--- config.mk ---
export PLATFORM = sky130hd
export DESIGN_NAME = adsr_env
export DESIGN_NICKNAME = d
export VERILOG_FILES = /design/src/rtl/dds_env_pkg.sv /design/src/rtl/env_scale.sv /design/src/rtl/adsr_env.sv
export SDC_FILE = /design/constraint.sdc
export NUM_CORES = 1
export LEC_CHECK = 0
export BUFFER_PORTS_ARGS = -buffer_cell sky130_fd_sc_hd__buf_2
export CAP_MARGIN = 20
export CORE_ASPECT_RATIO = 0.7
export CORE_MARGIN = 2
export CORE_UTILIZATION = 60
export CTS_CLUSTER_DIAMETER = 40
export DETAILED_ROUTE_END_ITERATION = 10
export GPL_ROUTABILITY_DRIVEN = 0
export PLACE_DENSITY = 0.79
export SLEW_MARGIN = 10
export SYNTH_ARGS = -nofsm -noshare
export SYNTH_HDL_FRONTEND = slang
export SYNTH_SLANG_ARGS = --single-unit
--- constraint.sdc ---
create_clock -name clk -period 8.15 [get_ports clk]
set_input_delay 0.815 -clock clk [delete_from_list [all_inputs] [get_ports clk]]
set_output_delay 0.815 -clock clk [all_outputs]
set_load 0.02 [all_outputs]
--- src/rtl/dds_env_pkg.sv ---
// dds_env_pkg: shared envelope state type, default widths and level constants
package dds_env_pkg;
   localparam int SAMPLE_W_D = 16;
   localparam int ENV_W_D = 12;
   localparam int RATE_W_D = 8;
   localparam logic [ENV_W_D-1:0] ENV_MAX = 12'hFFF;
   localparam logic [SAMPLE_W_D-1:0] MIDSCALE = 16'h8000;
   typedef enum logic [2:0] {S_IDLE, S_ATTACK, S_DECAY, S_SUSTAIN, S_RELEASE} env_state_t;
endpackage

--- src/rtl/env_scale.sv ---
// env_scale: two-stage scaling of an offset-binary sample about midscale by the envelope gain
module env_scale
   import dds_env_pkg::*;
#(
   parameter int SAMPLE_W = SAMPLE_W_D,
   parameter int ENV_W = ENV_W_D
) (
   input  logic                clk,
   input  logic                rst_n,
   input  logic [SAMPLE_W-1:0] sample_in,
   input  logic [ENV_W-1:0]    env,
   input  logic                env_bypass,
   output logic [SAMPLE_W-1:0] sample_out
);
   localparam logic [SAMPLE_W-1:0] L_MID = {1'b1, {(SAMPLE_W-1){1'b0}}};
   logic signed [SAMPLE_W:0] r_d, w_d;
   logic [ENV_W:0] r_g, w_g;
   logic signed [SAMPLE_W+ENV_W+2:0] w_p;
   // full-scale env maps to exact unity so the top code passes through unchanged
   always_comb begin
      w_d = $signed({1'b0, sample_in}) - $signed({1'b0, L_MID});
      w_g = (env_bypass || &env) ? {1'b1, {ENV_W{1'b0}}} : {1'b0, env};
      w_p = r_d * $signed({1'b0, r_g});
   end
   always_ff @(posedge clk) begin
      if (!rst_n) begin
         r_d <= '0;
         r_g <= '0;
         sample_out <= L_MID;
      end else begin
         r_d <= w_d;
         r_g <= w_g;
         sample_out <= SAMPLE_W'(w_p >>> ENV_W) + L_MID;
      end
   end
endmodule

--- src/rtl/adsr_env.sv ---
// adsr_env: tick-stepped ADSR envelope FSM with prescaler, driving the sample scaler
module adsr_env
   import dds_env_pkg::*;
#(
   parameter int SAMPLE_W = SAMPLE_W_D,
   parameter int ENV_W = ENV_W_D,
   parameter int RATE_W = RATE_W_D
) (
   input  logic                clk,
   input  logic                rst_n,
   input  logic                tick,
   input  logic                gate,
   input  logic [RATE_W-1:0]   attack_rate,
   input  logic [RATE_W-1:0]   decay_rate,
   input  logic [RATE_W-1:0]   release_rate,
   input  logic [ENV_W-1:0]    sustain_level,
   input  logic                env_bypass,
   input  logic [SAMPLE_W-1:0] sample_in,
   output logic [SAMPLE_W-1:0] sample_out,
   output logic [ENV_W-1:0]    env_level,
   output logic                busy
);
   localparam logic [ENV_W-1:0] L_MAX = '1;
   localparam logic [ENV_W-1:0] L_MAX_M1 = L_MAX - 1'b1;
   localparam logic [ENV_W-1:0] L_ONE = {{(ENV_W-1){1'b0}}, 1'b1};
   env_state_t r_state;
   logic [ENV_W-1:0] r_env;
   logic [RATE_W-1:0] r_pre, w_rate;
   logic r_busy, w_step;
   always_comb begin
      w_rate = r_state == S_ATTACK ? attack_rate :
               r_state == S_DECAY ? decay_rate :
               r_state == S_RELEASE ? release_rate : '0;
      w_step = r_pre >= w_rate;
   end
   // later r_pre writes in a branch win: every state change restarts the prescaler
   always_ff @(posedge clk) begin
      if (!rst_n) begin
         r_state <= S_IDLE;
         r_env <= '0;
         r_pre <= '0;
         r_busy <= 1'b0;
      end else if (tick) begin
         r_pre <= w_step ? '0 : r_pre + 1'b1;
         case (r_state)
            S_IDLE: if (gate) begin
               r_state <= S_ATTACK;
               r_pre <= '0;
               r_busy <= 1'b1;
            end
            S_ATTACK: if (!gate) begin
               r_state <= S_RELEASE;
               r_pre <= '0;
            end else if (r_env == L_MAX) begin
               r_state <= S_DECAY;
               r_pre <= '0;
            end else if (w_step) begin
               r_env <= r_env + 1'b1;
               if (r_env == L_MAX_M1) r_state <= S_DECAY;
            end
            S_DECAY: if (!gate) begin
               r_state <= S_RELEASE;
               r_pre <= '0;
            end else if (r_env <= sustain_level) begin
               r_state <= S_SUSTAIN;
               r_pre <= '0;
            end else if (w_step) r_env <= r_env - 1'b1;
            S_SUSTAIN: if (!gate) begin
               r_state <= S_RELEASE;
               r_pre <= '0;
            end else if (sustain_level < r_env) begin
               r_state <= S_DECAY;
               r_pre <= '0;
            end
            S_RELEASE: if (gate) begin
               r_state <= S_ATTACK;
               r_pre <= '0;
            end else if (r_env == '0) begin
               r_state <= S_IDLE;
               r_pre <= '0;
               r_busy <= 1'b0;
            end else if (w_step) begin
               r_env <= r_env - 1'b1;
               if (r_env == L_ONE) begin
                  r_state <= S_IDLE;
                  r_busy <= 1'b0;
               end
            end
            default: r_state <= S_IDLE;
         endcase
      end
   end
   assign env_level = r_env;
   assign busy = r_busy;
   env_scale #(.SAMPLE_W(SAMPLE_W), .ENV_W(ENV_W)) u_scale (
      .clk(clk),
      .rst_n(rst_n),
      .sample_in(sample_in),
      .env(r_env),
      .env_bypass(env_bypass),
      .sample_out(sample_out)
   );
endmodule

# Yosys cells after proc, flatten, opt, wreduce, memory -nomap -nowiden
# Cells that the tools add are included.
# classes
n_addsub	5
n_mul	1
n_lt_le_gt_ge	3
n_eq_ne	23
n_mux	44
bitwise	1
reduce_logical	10
# op_table
cell	n
$mux W8	13
$mux W12	8
$pmux W8 S5	1
$mux W3	13
$pmux W12 S3	1
$mul A17 B14 Y28	1
$eq A12 B12 Y1 const B	2
$sub A16 B16 Y17 const B	1
$add A16 B16 Y16 const B	1
$ne A2 B2 Y1 const B	8
$pmux W3 S5	1
$mux W13	1
$add A12 B1 Y12 const B	1
$eq A12 B1 Y1 const B	1
$le A12 B12 Y1	1
$logic_not A12 Y1	1
$lt A12 B12 Y1	1
$reduce_and A12 Y1	1
$sub A12 B1 Y12 const B	1
$reduce_and A9 Y1	1
$add A8 B1 Y8 const B	1
$ge A8 B8 Y1	1
$ne A4 B2 Y1 const B	2
$ne A4 B3 Y1 const B	2
16 further kinds	22
# word_totals
register_bits	70
input_bits	57
out_inout_bits	29
word_cells	95

# Logic depth before layout (Yosys ltp)
# logic_depth
depth_word	9
ltp_mapped	23
mapped_depth_nobuf	22

# By module
# From an unflattened synthesis, not the netlist that was laid out.
# hier_totals
cells_unflattened	1255
area_unflattened_um2	11055.6
# by_module_without_submodules
mod	instances	cells_each	area_per_inst_um2	seq_area_each_um2
env_scale	1	964	8744.6	900.9
adsr_env	1	291	2311.0	480.5

# Worst setup path after synthesis
# No wires, ideal clock.
# synth_timing
path_type	register to register
start	register u_scale.r_g[5]
end	register u_scale.sample_out[12]
setup_time_ns	0.072
arrival_ns	5.804
required_time_ns	8.078
path_slack_ns	2.274
stages_incl_launch_ff	23
path_buffers	1
period_less_slack_ns	5.876
cell_sequence	dfxtp_1 clkbuf_1 nand2_1 fa_1 inv_1 fa_1 inv_1 fa_1 inv_1 fa_1 fa_1 inv_1 fa_1 inv_1 ha_1 and3_1 o2111ai_1 a21bo_2 o21ai_1 o41a_1 a311o_1 a21oi_1 mux2i_1
# synth_via
elab_chain_cells	2
# synth_rtl
item	line	rtl
from (decl)	env_scale.sv:17	logic [ENV_W:0] r_g, w_g;
from (signal assigned)	env_scale.sv:32	r_g <= w_g;
$mul A17 B14 Y28	env_scale.sv:23	w_p = r_d * $signed({1'b0, r_g});
$add A16 B16 Y16	env_scale.sv:33	sample_out <= SAMPLE_W'(w_p >>> ENV_W) + L_MID;
to (signal assigned)	env_scale.sv:33	
to (decl)	env_scale.sv:13	output logic [SAMPLE_W-1:0] sample_out
# Every way passes these cells.
# A chain may end at the register's enable or synchronous reset.

# Final worst setup path
# Same ends and word-level chain as after synthesis.

==> flow_summary.yaml <==
die:
  die_w_um: 164
  dieArea_mm2: 0.0190
  core_area_mm2: 0.0174
  die-height_um: 116
  start_util_pct: 61.9
  core.rowCount: 40
  ios: 86
global_routing:
  grt_usage_pct: 28.9
  antenna_found_initial: 0
  overflow: 0
  grt_start_max_net_pins: 40
  grt_pass1_vias: 8280
  grt_pass1_wl_um: 42100
hold_path:
  hold_class: "reg -> reg"
sta:
  fin_skew_ps: 12.6
  min_period_over_period_pct: 77.6
  drv_slew: 0
  slew_headroom_pct: 38.9
  whs_ps: 488
  setup_viol: 0
  tightestPinTransition_ps: 914
  hold_viol: 0
  fin_crit_ps: 6320
  fmax_mhz: 158
  timing.setup.tns_ps: 0
  rsz0062_at_grt: "no"
  fin_ws_ps: 1830
synth:
  synth.area.top_cells: "fa_1, dfxtp_1, ha_1, inv_1, and2_1"
  netlist_area_mm2: 0.0107
  ys_seq_area_share_pct: 12.9
  synth_top_area_share_pct: 35.6
  synth_warnings: 0
  synth_most_common_cell: "inv_1"
  ys_ff_latch: 69
  synth_edf_count: 0
  synth_compound_area_share_pct: 8.00
  syn_inst: 1196
  synth_flop_cell: "dfxtp_1"
  syn_area_per_cell_um2: 8.98
  synth_mux_area_share_pct: 0.466
  yosys-top-cells-count: "inv_1, fa_1, nand2_1, and2_1, ha_1"
  synth_xor_area_share_pct: 2.77
  synth-async-reset-ratio_pct: 0
  yosys.area.top_type: "fa_1"
  synth_top_family_by_area: "adder cells"
  synth.distinct_cells: 67
  synth_nets: 1536
  synthAdderAreaFrac_pct: 46.3
  synth-simple-area-share_pct: 19.5
power:
  leakagePower_uw: 0.00607
  p_seq_share_pct: 39.3
  p_comb_share_pct: 14.2
  power.switching_uw: 275
  vdd_drop_max_mv: 0.0898
  netSwitchingFraction_pct: 28.9
  power_density_mw_per_mm2: 82.2
  p_clk_share_pct: 46.5
  internal_power_uw: 677
setup_path:
  critPathKind: "reg -> reg"
  start_kind: "flip-flop"
  worstPathRequired_ps: 8430
  rrSetupSlack_ps: 1830
  crit_fanout: 16
  worst-endpoint-arrival_ps: 6600
  end_kind: "flip-flop"
clock_network:
  clk_pin_slew_ps: 70
  cts_max_level: 3
  cts_buffer_depth: 2
  cts_sinks: 69
  cts.root.buffer_cell: "clkbuf_16"
  tritoncts: "yes"
  ctsResizeCount: 0
  numCtsBuffers: 9
  cts_hold_buffers: 0
  cts_setup_buffers: 0
  clk_latency_ps: 350
placed_design:
  dp_hpwl_um: 20300
  numPortBuffers: 85
  pre_cts_slack_ps: 1880
job:
  max-cap-violations: 0
cells_and_area:
  syn_to_final_growth_pct: 7.83
  antenna_cells: 0
  drive_gt1_share_pct: 9.50
  final_nets: 1587
  fin_util_pct: 66.7
detailed_routing:
  route.detailed.drc: 0
  wl_per_cell_um: 17.0
  via_per_inst: 5.48
  ant_nets: 0
  num_vias: 8129
  drt_iter0_markers: 676
  postRouteWirelength_um: 25200
  firstDrtPassIters: 5
status:
  status: "finished, final reports clean"
==> power by group through the flow <==
| stage | clock network (uW) | logic (uW) | registers, uW |
|---|---|---|---|
| final | 443 | 135 | 375 |
| after global routing | 465 | 151 | 377 |
| after CTS | 447 | 134 | 374 |
| after detailed placement | 0 | 131 | 381 |
| after global placement | 0 | 130 | 381 |
| after floorplan | 0 | 105 | 364 |
==> flip-flops by register name, indices dropped and copies added, names as in the netlist <==
name / cells
env_level: 12
busy: 1
r_state: 3
u_scale.sample_out: 16
u_scale.r_g: 13
r_pre: 8
u_scale.r_d: 16
==> layer usage <==
metal	routed length, um	track usage, %	up-vias
met4	243	4.09	0
met3	2550	9.27	24
met1	11800	42.9	3958
li1	-	-	3812
met5	0	0	-
met2	10600	42.4	335
==> metrics by stage <==
step                instance area (um2)  total power, uW  std cells
finish                            11600              952       1483
global route                      11600              992       1483
CTS                               11600              954       1483
detailed placement                11300              512       1467
global placement                  11300              510       1467
floorplan                         10700              468       1196
==> final cells by class <==
class,instances,area (um2)
Clock buffer,9,225
Timing Repair Buffer,86,433
Clock inverter,7,104
Sequential cell,69,1380
Multi-Input combinational cell,848,8280
Inverter,233,875
Tap cell,231,289
Fill cell,1374,5780
==> cells by family (layout without fill, tap and decap cells) <==
kind of cell / after synthesis / in the layout
fa+ha+maj: 283 / 283
xor+xnor: 34 / 34
mux: 5 / 5
flops: 69 / 69
buf+inv: 279 / 335
simple gates: 401 / 401
compound gates: 125 / 125
==> cells in the final DEF (no fill, tap or decap), drive strengths merged, types with 3 or more instances in the layout <==
cell,n
a211o,4
a211oi,8
a21o,13
a21oi,36
a22oi,8
and2,123
and3,22
buf,86
clkbuf,9
dfxtp,69
fa,191
ha,92
inv,236
mux2i,5
nand2,137
nand2b,6
nand3,12
nand4,10
nor2,39
nor2b,8
nor3,20
nor4,5
o21a,7
o21ai,26
o31ai,3
or3,4
or3b,6
xnor2,28
xor2,6
==> worst max-delay path: stages, from the launching register on <==
cell,delay [ps]
dfxtp_1,700
nand2_1,160
fa_1,570
inv_1,60
fa_1,510
inv_1,60
fa_1,530
inv_1,50
fa_1,380
fa_1,520
inv_1,50
fa_1,470
inv_1,40
ha_1,310
and3_1,220
o2111ai_1,110
a21bo_2,160
o21ai_1,60
buf_4,190
o41a_1,360
a311o_1,370
a21oi_1,200
mux2i_1,200
==> path summary, 6_finish.rpt <==
| path | from | depth (start not counted) | endpoint |
|---|---|---|---|
| hold reg to reg | r_pre[7] | 2 | r_pre[7] |
| hold / removal | r_pre[7] | 2 | r_pre[7] |
| setup / recovery | u_scale.r_g[5] | 22 | u_scale.sample_out[12] |
| setup reg to reg | u_scale.r_g[5] | 22 | u_scale.sample_out[12] |
Note: power is estimated with default switching activity, not from simulation.
